--- src/rtl/comb_arb_pkg.sv ---
// Shared types and constants for the two-requester comb_test scheduler.
package comb_arb_pkg;

  typedef enum logic [1:0] {
    IDLE,
    EVAL,
    HOLD
  } comb_arb_state_t;

  localparam int COMB_ARB_NREQ  = 2;
  localparam int COMB_ARB_CNT_W = 8;

endpackage

--- src/rtl/comb_arb_if.sv ---
// Request/result bundle between the client pipelines, the scheduler and the consumer.
interface comb_arb_if #(
  parameter int SIZE = 4
);

  logic [comb_arb_pkg::COMB_ARB_NREQ-1:0]  req_valid;
  logic [comb_arb_pkg::COMB_ARB_NREQ-1:0]  req_ready;
  logic [SIZE-1:0]                         req0_src1, req0_src2, req0_src3;
  logic [SIZE-1:0]                         req1_src1, req1_src2, req1_src3;
  logic                                    res_valid;
  logic                                    res_ready;
  logic                                    res_id;
  logic [SIZE-1:0]                         res_out1, res_out2, res_out3, res_out4, res_out5;
  logic [comb_arb_pkg::COMB_ARB_CNT_W-1:0] done_cnt;

  modport slave (
    input  req_valid, req0_src1, req0_src2, req0_src3,
           req1_src1, req1_src2, req1_src3, res_ready,
    output req_ready, res_valid, res_id,
           res_out1, res_out2, res_out3, res_out4, res_out5, done_cnt
  );

  modport master (
    output req_valid, req0_src1, req0_src2, req0_src3,
           req1_src1, req1_src2, req1_src3, res_ready,
    input  req_ready, res_valid, res_id,
           res_out1, res_out2, res_out3, res_out4, res_out5, done_cnt
  );

endinterface

--- src/rtl/comb_arb_rr.sv ---
// Two-way round-robin grant: the pointer picks the winner only when both requesters are valid.
module comb_arb_rr
  import comb_arb_pkg::*;
(
  input  logic [COMB_ARB_NREQ-1:0] valid,
  input  logic                     ptr,
  input  logic                     en,
  output logic [COMB_ARB_NREQ-1:0] grant,
  output logic                     next_ptr
);

  always_comb begin
    grant    = '0;
    next_ptr = ptr;
    if (en) begin
      if (&valid) grant[ptr] = 1'b1;
      else        grant      = valid;
      // After a grant the other requester is favoured.
      if (|grant) next_ptr = !grant[1];
    end
  end

endmodule

--- src/rtl/comb_test.sv ---
// Shared combinational datapath: compare/select over three operands.
module comb_test #(
  parameter int SIZE = 4
) (
  input  logic [SIZE-1:0] src1,
  input  logic [SIZE-1:0] src2,
  input  logic [SIZE-1:0] src3,
  output logic [SIZE-1:0] out1,
  output logic [SIZE-1:0] out2,
  output logic [SIZE-1:0] out3,
  output logic [SIZE-1:0] out4,
  output logic [SIZE-1:0] out5
);

  logic [2:0] lsbs;
  assign lsbs = {src3[0], src2[0], src1[0]};

  always_comb begin
    // NOTE: every output gets a default first so no path can infer a latch.
    out1 = src1;
    out2 = src2;
    out3 = src1;
    out4 = src2;
    out5 = src1;
    if (src1 < src2) begin
      out3 = src2;
      out5 = src3;
      case (lsbs)
        3'd1: begin
          out1 = src3;
          out2 = src3;
          out4 = src3;
        end
        3'd3: begin
          out3 = '0;
          out4 = '0;
        end
        default: out4 = src1;
      endcase
    end
  end

endmodule

--- src/rtl/comb_arb.sv ---
// Round-robin scheduler feeding one comb_test instance, with a registered valid/ready result port.
module comb_arb
  import comb_arb_pkg::*;
#(
  parameter int SIZE = 4
) (
  input  logic       clk,
  input  logic       rst_n,
  comb_arb_if.slave  bus
);

  comb_arb_state_t            state;
  logic                       ptr, next_ptr;
  logic                       accept, hs;
  logic [COMB_ARB_NREQ-1:0]   grant;
  logic [SIZE-1:0]            op1, op2, op3;
  logic                       op_id;
  logic [SIZE-1:0]            d1, d2, d3, d4, d5;

  // Gated by rst_n so nothing is accepted while reset is held.
  assign accept        = rst_n && (state == IDLE || (state == HOLD && bus.res_ready));
  assign hs            = |grant;
  assign bus.req_ready = grant;

  comb_arb_rr u_rr (
    .valid    (bus.req_valid),
    .ptr      (ptr),
    .en       (accept),
    .grant    (grant),
    .next_ptr (next_ptr)
  );

  comb_test #(.SIZE(SIZE)) u_dp (
    .src1 (op1),
    .src2 (op2),
    .src3 (op3),
    .out1 (d1),
    .out2 (d2),
    .out3 (d3),
    .out4 (d4),
    .out5 (d5)
  );

  always_ff @(posedge clk or negedge rst_n) begin
    if (!rst_n) begin
      state        <= IDLE;
      ptr          <= 1'b0;
      op1          <= '0;
      op2          <= '0;
      op3          <= '0;
      op_id        <= 1'b0;
      bus.res_valid <= 1'b0;
      bus.res_id    <= 1'b0;
      bus.res_out1  <= '0;
      bus.res_out2  <= '0;
      bus.res_out3  <= '0;
      bus.res_out4  <= '0;
      bus.res_out5  <= '0;
      bus.done_cnt  <= '0;
    end else begin
      // NOTE: non-blocking assignments so every register samples pre-edge values.
      ptr <= next_ptr;
      if (hs) begin
        op1   <= grant[1] ? bus.req1_src1 : bus.req0_src1;
        op2   <= grant[1] ? bus.req1_src2 : bus.req0_src2;
        op3   <= grant[1] ? bus.req1_src3 : bus.req0_src3;
        op_id <= grant[1];
      end
      case (state)
        IDLE: if (hs) state <= EVAL;
        EVAL: begin
          bus.res_out1  <= d1;
          bus.res_out2  <= d2;
          bus.res_out3  <= d3;
          bus.res_out4  <= d4;
          bus.res_out5  <= d5;
          bus.res_id    <= op_id;
          bus.res_valid <= 1'b1;
          state         <= HOLD;
        end
        HOLD: if (bus.res_ready) begin
          bus.res_valid <= 1'b0;
          bus.done_cnt  <= bus.done_cnt + 1'b1;
          state         <= hs ? EVAL : IDLE;
        end
        default: state <= IDLE;
      endcase
    end
  end

endmodule

--- src/flat_wrapper.sv ---
// flat-port wrapper written by rule: the top's interface ports become plain ports
module comb_arb_flat import comb_arb_pkg::*;
#(
  parameter int SIZE = 4
)
  (clk, rst_n, bus_req_valid, bus_req0_src1, bus_req0_src2, bus_req0_src3, bus_req1_src1, bus_req1_src2, bus_req1_src3, bus_res_ready, bus_req_ready, bus_res_valid, bus_res_id, bus_res_out1, bus_res_out2, bus_res_out3, bus_res_out4, bus_res_out5, bus_done_cnt);
  comb_arb_if #(.SIZE(SIZE)) bus_i ();
  input  logic clk;
  input  logic rst_n;
  input wire logic [$bits(bus_i.req_valid)-1:0] bus_req_valid;
  input wire logic [$bits(bus_i.req0_src1)-1:0] bus_req0_src1;
  input wire logic [$bits(bus_i.req0_src2)-1:0] bus_req0_src2;
  input wire logic [$bits(bus_i.req0_src3)-1:0] bus_req0_src3;
  input wire logic [$bits(bus_i.req1_src1)-1:0] bus_req1_src1;
  input wire logic [$bits(bus_i.req1_src2)-1:0] bus_req1_src2;
  input wire logic [$bits(bus_i.req1_src3)-1:0] bus_req1_src3;
  input wire logic [$bits(bus_i.res_ready)-1:0] bus_res_ready;
  output wire logic [$bits(bus_i.req_ready)-1:0] bus_req_ready;
  output wire logic [$bits(bus_i.res_valid)-1:0] bus_res_valid;
  output wire logic [$bits(bus_i.res_id)-1:0] bus_res_id;
  output wire logic [$bits(bus_i.res_out1)-1:0] bus_res_out1;
  output wire logic [$bits(bus_i.res_out2)-1:0] bus_res_out2;
  output wire logic [$bits(bus_i.res_out3)-1:0] bus_res_out3;
  output wire logic [$bits(bus_i.res_out4)-1:0] bus_res_out4;
  output wire logic [$bits(bus_i.res_out5)-1:0] bus_res_out5;
  output wire logic [$bits(bus_i.done_cnt)-1:0] bus_done_cnt;
  assign bus_i.req_valid = bus_req_valid;
  assign bus_i.req0_src1 = bus_req0_src1;
  assign bus_i.req0_src2 = bus_req0_src2;
  assign bus_i.req0_src3 = bus_req0_src3;
  assign bus_i.req1_src1 = bus_req1_src1;
  assign bus_i.req1_src2 = bus_req1_src2;
  assign bus_i.req1_src3 = bus_req1_src3;
  assign bus_i.res_ready = bus_res_ready;
  assign bus_req_ready = bus_i.req_ready;
  assign bus_res_valid = bus_i.res_valid;
  assign bus_res_id = bus_i.res_id;
  assign bus_res_out1 = bus_i.res_out1;
  assign bus_res_out2 = bus_i.res_out2;
  assign bus_res_out3 = bus_i.res_out3;
  assign bus_res_out4 = bus_i.res_out4;
  assign bus_res_out5 = bus_i.res_out5;
  assign bus_done_cnt = bus_i.done_cnt;
  comb_arb #(.SIZE(SIZE)) u_core (.clk(clk), .rst_n(rst_n), .bus(bus_i));
endmodule
--- config.mk ---
export PLATFORM = sky130hd
export DESIGN_NAME = comb_arb_flat
export DESIGN_NICKNAME = d
export VERILOG_FILES = /design/src/rtl/comb_arb_pkg.sv /design/src/rtl/comb_arb_if.sv /design/src/rtl/comb_arb_rr.sv /design/src/rtl/comb_test.sv /design/src/rtl/comb_arb.sv /design/src/flat_wrapper.sv
export SDC_FILE = /design/constraint.sdc
export NUM_CORES = 1
export LEC_CHECK = 0
export CORE_MARGIN = 1
export CORE_UTILIZATION = 40
export CTS_BUF_LIST = sky130_fd_sc_hd__clkbuf_4 sky130_fd_sc_hd__clkbuf_8
export CTS_CLUSTER_SIZE = 14
export DETAILED_ROUTE_END_ITERATION = 10
export GPL_TIMING_DRIVEN = 0
export PLACE_DENSITY_LB_ADDON = 0.08
export SYNTH_ARGS = -nofsm -noshare
export SYNTH_HDL_FRONTEND = slang
export SYNTH_SLANG_ARGS = --single-unit
--- constraint.sdc ---
create_clock -name clk -period 3.58 [get_ports clk]
set_clock_uncertainty 0.1 [all_clocks]
set_input_delay 0.895 -clock clk [delete_from_list [all_inputs] [get_ports clk]]
set_output_delay 0.895 -clock clk [all_outputs]
set_load 0.01 [all_outputs]
======== Word level (Yosys, flattened, before mapping) ========
Index checks and enable logic that the tools add are counted.
storage, ports and cells
  bits in registers ....................... 46
  input port bits ......................... 29
  word-level logic and storage cells ...... 61
cells by class
  add/sub/neg operators ................... 1
  magnitude comparators ................... 3
  eq/ne operators ......................... 6
  multiplexer cells ....................... 23
  reduce and logical (&&, ||, !) cells .... 14
operator list
  kind                 number
  $mux 4               11
  $mux 2               5
  $reduce_and 2->1     5
  $add 8x1->8 const B  1
  $pmux 4 s2           1
  $pmux 2 s3           1
  $lt 4x4->1           1
  $reduce_or 2->1      2
  $eq 3x1->1 const B   1
  $eq 3x2->1 const B   1
  $logic_and 1x1->1    3
  $mux 1               3
  $eq 2x1->1 const B   1
  $eq 2x2->1 const B   1
  $logic_not 2->1      1
  $lt 1x2->1 const B   1
  $ne 2x1->1 const B   1
  $ne 2x2->1 const B   1
  $pmux 1 s2           1
  $reduce_bool 2->1    1
  $demux 1 s1          1
  $ge 1x1->1 const B   1
  $logic_not 1->1      1
  $logic_or 1x1->1     1

======== Logic depth before layout (Yosys ltp) ========
Gate-level depths: netlist of the first run.
  depth in word-level cells ............... 11
  depth in mapped cells ................... 7
  gate-level depth less buffers ........... 6

======== Cells and area by module ========
From an unflattened synthesis of the first run, not the netlist that was laid out.
second synthesis, totals
  cell total of the unflattened synthesis .. 193
  area total of the unflattened synthesis .. 2442.3 um^2
modules (own cells, without submodules)
  module       instances  cells an instance  area each (um^2)  seq. area each (um^2)
  comb_arb     1          140                1961.9            1151.1
  comb_test    1          46                 444.2             0.0
  comb_arb_rr  1          7                  36.3              0.0

======== Least setup slack after synthesis of the first run ========
Ideal clock, no wire load.
  kind .................................... input port to output port
  from .................................... input rst_n
  to ...................................... output bus_req_ready[1]
  data arrival time ....................... 1.564 ns
  data required time ...................... 2.585 ns
  path slack .............................. 1.021 ns
  stages on the path ...................... 4
  path buffers ............................ 1
  cell sequence ........................... nor2b_4 > o2111ai_4 > buf_2 > inv_1
on the way
  longest elaborated chain between the ends .. 2
RTL lines
  element            line                text
  from (decl)        flat_wrapper.sv:9   input logic rst_n;
  $logic_and 1x1->1  comb_arb.sv:21      assign accept = rst_n && (state == IDLE || (state == HOLD && bus.res_ready));
  $mux 2             comb_arb_rr.sv:15   if (en) begin
  to (decl)          flat_wrapper.sv:18  output wire logic [$bits(bus_i.req_ready)-1:0] bus_req_ready;
Every way passes these cells.

======== Worst setup path in the final report of the first run ========
  from .................................... input bus_res_ready
  to ...................................... output bus_req_ready[1]
on the way
  longest elaborated chain between the ends .. 4
RTL lines
  element            line                text
  from (decl)        flat_wrapper.sv:17  input wire logic [$bits(bus_i.res_ready)-1:0] bus_res_ready;
  $logic_and 1x1->1  comb_arb.sv:21
  $logic_or 1x1->1   comb_arb.sv:21
  $logic_and 1x1->1  comb_arb.sv:21
  $mux 2             comb_arb_rr.sv:15
Every way passes these cells.

==> qor.csv, run 1 <==
stage;metric;value;unit
worst_setup_path;Startpoint Class;input pin;
clock_tree;root buffer cell;clkbuf_8;
synthesis;syn_nets;260;
drt;overall routed net length;5100;um
timing;Final Hold Fails;0;
cells_and_area;layout cell share with drive strength beyond 1;0.0967;
timing;f_max;288;MHz
global_routing;Congestion Overflow GR;0;
timing;Final setup viols;0;
floorplan;Core ar.;5240;sq um
synthesis;EDFF count, synth;0;
global_routing;first-pass GRT wire length;8990;um
clock_tree;# hold bufs at CTS;0;
global_routing;GRT Total Usage;0.196;
cells_and_area;FF/Latch Area;1150;sq um
clock_tree;Worst-Skew Late Latency;0.29;ns
worst_setup_path;Worst Path Required;2.58;ns
placement;cell count after placement;358;
clock_tree;Worst-path clk slew;0.08;ns
floorplan;I/O Pins;61;
clock_tree;CTS buffer count;5;
cells_and_area;ANT cells;0;
synthesis;Syn. warnings;0;
floorplan;row cnt;26;
placement;dpl ws;-0.344;ns
cells_and_area;post-route cell area;3100;sq um
placement;Post-DP HPWL;3820;um
synthesis;Post-Syn Area;2230;sq um
worst_setup_path;Max FO, Critical Path;10;
worst_setup_path;Setup Crit Path Kind;in -> out;
power;total power;2.55;mW
cells_and_area;area occupied by multi-input gates;985;sq um
timing;minimum clock period;3.47;ns
synthesis;#FFs+latches synth;46;
floorplan;DIE WIDTH;76.7;um
status;status;complete, no violations;
placement;Placed Area;2930;sq um
cells_and_area;most frequent cells in the layout;59 x clkdlybuf4s50_1, 46 x dfrtp_1, 35 x nand2_1;
cells_and_area;Area Growth Syn to Fin;39.0;%
placement;port bufs;60;
cells_and_area;Nets;332;
power;Power Density;821;nW/um^2
timing;pins over their slew limit;0;
drt;via-per-instance ratio;5.08;
timing;RSZ-0062 raised after global routing;no;
clock_tree;clock buffer depth;2;
timing;max_slew headroom;0.632;
clock_tree;total clock sinks;46;
timing;final worst path period share;0.970;
power;Lkg Pwr;1.43;nW
synthesis;Avg Cell Area, Syn;9.83;sq um
timing;hold slack;0.337;ns
cells_and_area;most common cell after layout, fill and taps aside;clkdlybuf4s50_1;
drt;drt first pass iters;4;
cells_and_area;FILL cells;468;
drt;DR vias;1879;
drt;Starting DRT DRC Count;78;
synthesis;sequential share of the synthesized area;0.516;
worst_setup_path;Critical Path Sink Type;output pin;
clock_tree;TritonCTS clock tree;yes;
synthesis;ys async rst share;1.00;
floorplan;die area;5880;sq um
floorplan;initial cell density of the core;0.426;
synthesis;Cell variety after synth;31;
cells_and_area;Final Non-Filler Cells;370;
drt;DRC;0;
hold_path;Hold Path Class;in -> async;
power;Worst VDD drop;0.340;mV
drt;Post-DRT Antenna Nets;0;
synthesis;prevailing post-synth register cell;dfrtp_1;
clock_tree;CTS H-tree depth;2;
placement;gpl congestion;0.836;
timing;worst slew pin tran;0.549;ns
global_routing;largest net degree at the start of global routing;24;
global_routing;initial antenna violation count;0;
synthesis;Cells after Synth;227;
worst_setup_path;CP arrival;2.48;ns
floorplan;die height;76.7;um
run;Max-Cap Viols;0;
global_routing;number of global-route vias before repair;1777;
drt;per-cell routed wire length;13.8;um
timing;setup slack after layout;0.108;ns
==> area by class of cell <==
| cell class | instances | area share |
|---|---|---|
| Multi-Input combinational cell | 165 | 0.318 |
| Clock buffer | 7 | 0.0291 |
| Sequential cell | 46 | 0.371 |
| Clock inverter | 1 | 0.00161 |
| Inverter | 8 | 0.00969 |
| Buffer | 8 | 0.0242 |
| Tap cell | 70 | 0.0282 |
| Timing Repair Buffer | 65 | 0.218 |
==> cell families (layout without fill, tap and decap cells) <==
logic type                 count (synthesis)  after routing  share of synthesized area
and+or+nand+nor                           91             91                      0.196
AOI/OAI and AO/OA                         51             51                      0.142
DFF                                       46             46                      0.516
buffers and inverters                     16             89                     0.0426
muxes                                     12             12                     0.0538
xor gates and xnor gates                   7              7                     0.0275
adders and majority gates                  4              4                     0.0224
==> critical path, stage by stage <==
cell and delay, ns:
clkdlybuf4s50_1 0.52, nand2b_4 0.19, o2111ai_4 0.12, buf_6 0.18
inv_1 0.05, clkdlybuf4s50_1 0.52
==> synthesized netlist by cell type, types with 3 or more instances <==
cell type  instances  area share
nand2_1           35       0.059
a21oi_1           26       0.058
and3_1             4       0.011
buf_6              4       0.020
ha_1               4       0.022
o31ai_1            3       0.010
nand3_1            6       0.013
o21ai_0            4      0.0090
a211oi_1           3       0.010
nor2_1            32       0.054
nand4_1            3      0.0084
inv_1              8       0.013
dfrtp_1           46        0.52
a31oi_1           11       0.031
mux2i_1           12       0.054
buf_2              4      0.0090
xnor2_1            7       0.027
==> stage by stage <==
stage                     TNS (ns)  utilization
after detailed placement    -0.620        0.560
after floorplan                  0            -
after CTS                        0        0.588
final                            0        0.592
after global routing             0        0.592
after global placement      -13.04        0.557
==> power by group <==
| group | internal [mW] | switching, mW | total (mW) |
|---|---|---|---|
| clock | 0.164 | 0.168 | 0.331 |
| sequential | 0.750 | 0.233 | 0.984 |
| combinational | 0.626 | 0.604 | 1.23 |
| total | 1.54 | 1.01 | 2.55 |
==> worst paths after layout <==
kind                                        start                     end  slack [ns]  cells past startpoint
setup / recovery                    bus_res_ready        bus_req_ready[1]        0.11                      6
hold / removal                              rst_n  u_core.bus.done_cnt[4]        0.34                      1
setup reg to reg                    u_core.op2[3]  u_core.bus.res_out4[3]        1.55                      6
hold reg to reg            u_core.bus.done_cnt[7]  u_core.bus.done_cnt[7]        0.38                      1
max in group asynchronous                   rst_n  u_core.bus.done_cnt[3]        2.55                      2
min in group clk           u_core.bus.done_cnt[7]  u_core.bus.done_cnt[7]        0.38                      1
==> state kept, by name (all words and copies together), names as in the netlist <==
signal / cells
u_core.op3: 4
u_core.bus.res_out3: 4
u_core.bus.res_id: 1
u_core.ptr: 1
u_core.state: 2
u_core.bus.res_out1: 4
u_core.op_id: 1
u_core.op2: 4
u_core.bus.res_out4: 4
u_core.bus.done_cnt: 8
u_core.op1: 4
u_core.bus.res_out2: 4
u_core.bus.res_out5: 4
u_core.bus.res_valid: 1
==> per-layer routing <==
layer | share of wire | routed length, um | track usage
met4 | 0.015 | 78 | 0.0731
met5 | 0 | 0 | 0
met3 | 0.047 | 237 | 0.0417
met2 | 0.45 | 2310 | 0.288
met1 | 0.48 | 2470 | 0.282
==> timing repair <==
action | in CTS | in global routing
endpoints found under the setup margin | 2 | 2
gates cloned | 1 | 0
buffers inserted | 0 | 3
gates resized for setup | 5 | 0
pin swaps | 1 | 0
endpoints found under the hold margin | 0 | 0
Note: power is estimated with default switching activity, not from simulation.
==> inputs of run 2 (changes only) <==
--- a/config.mk
+++ b/config.mk
@@ -5,7 +5,6 @@
 export SDC_FILE = /design/constraint.sdc
 export NUM_CORES = 1
 export LEC_CHECK = 0
-export CORE_MARGIN = 1
 export CORE_UTILIZATION = 40
 export CTS_BUF_LIST = sky130_fd_sc_hd__clkbuf_4 sky130_fd_sc_hd__clkbuf_8
 export CTS_CLUSTER_SIZE = 14
==> results of run 2 <==
Final layout, timing and power as in run 1 (identical DEF).
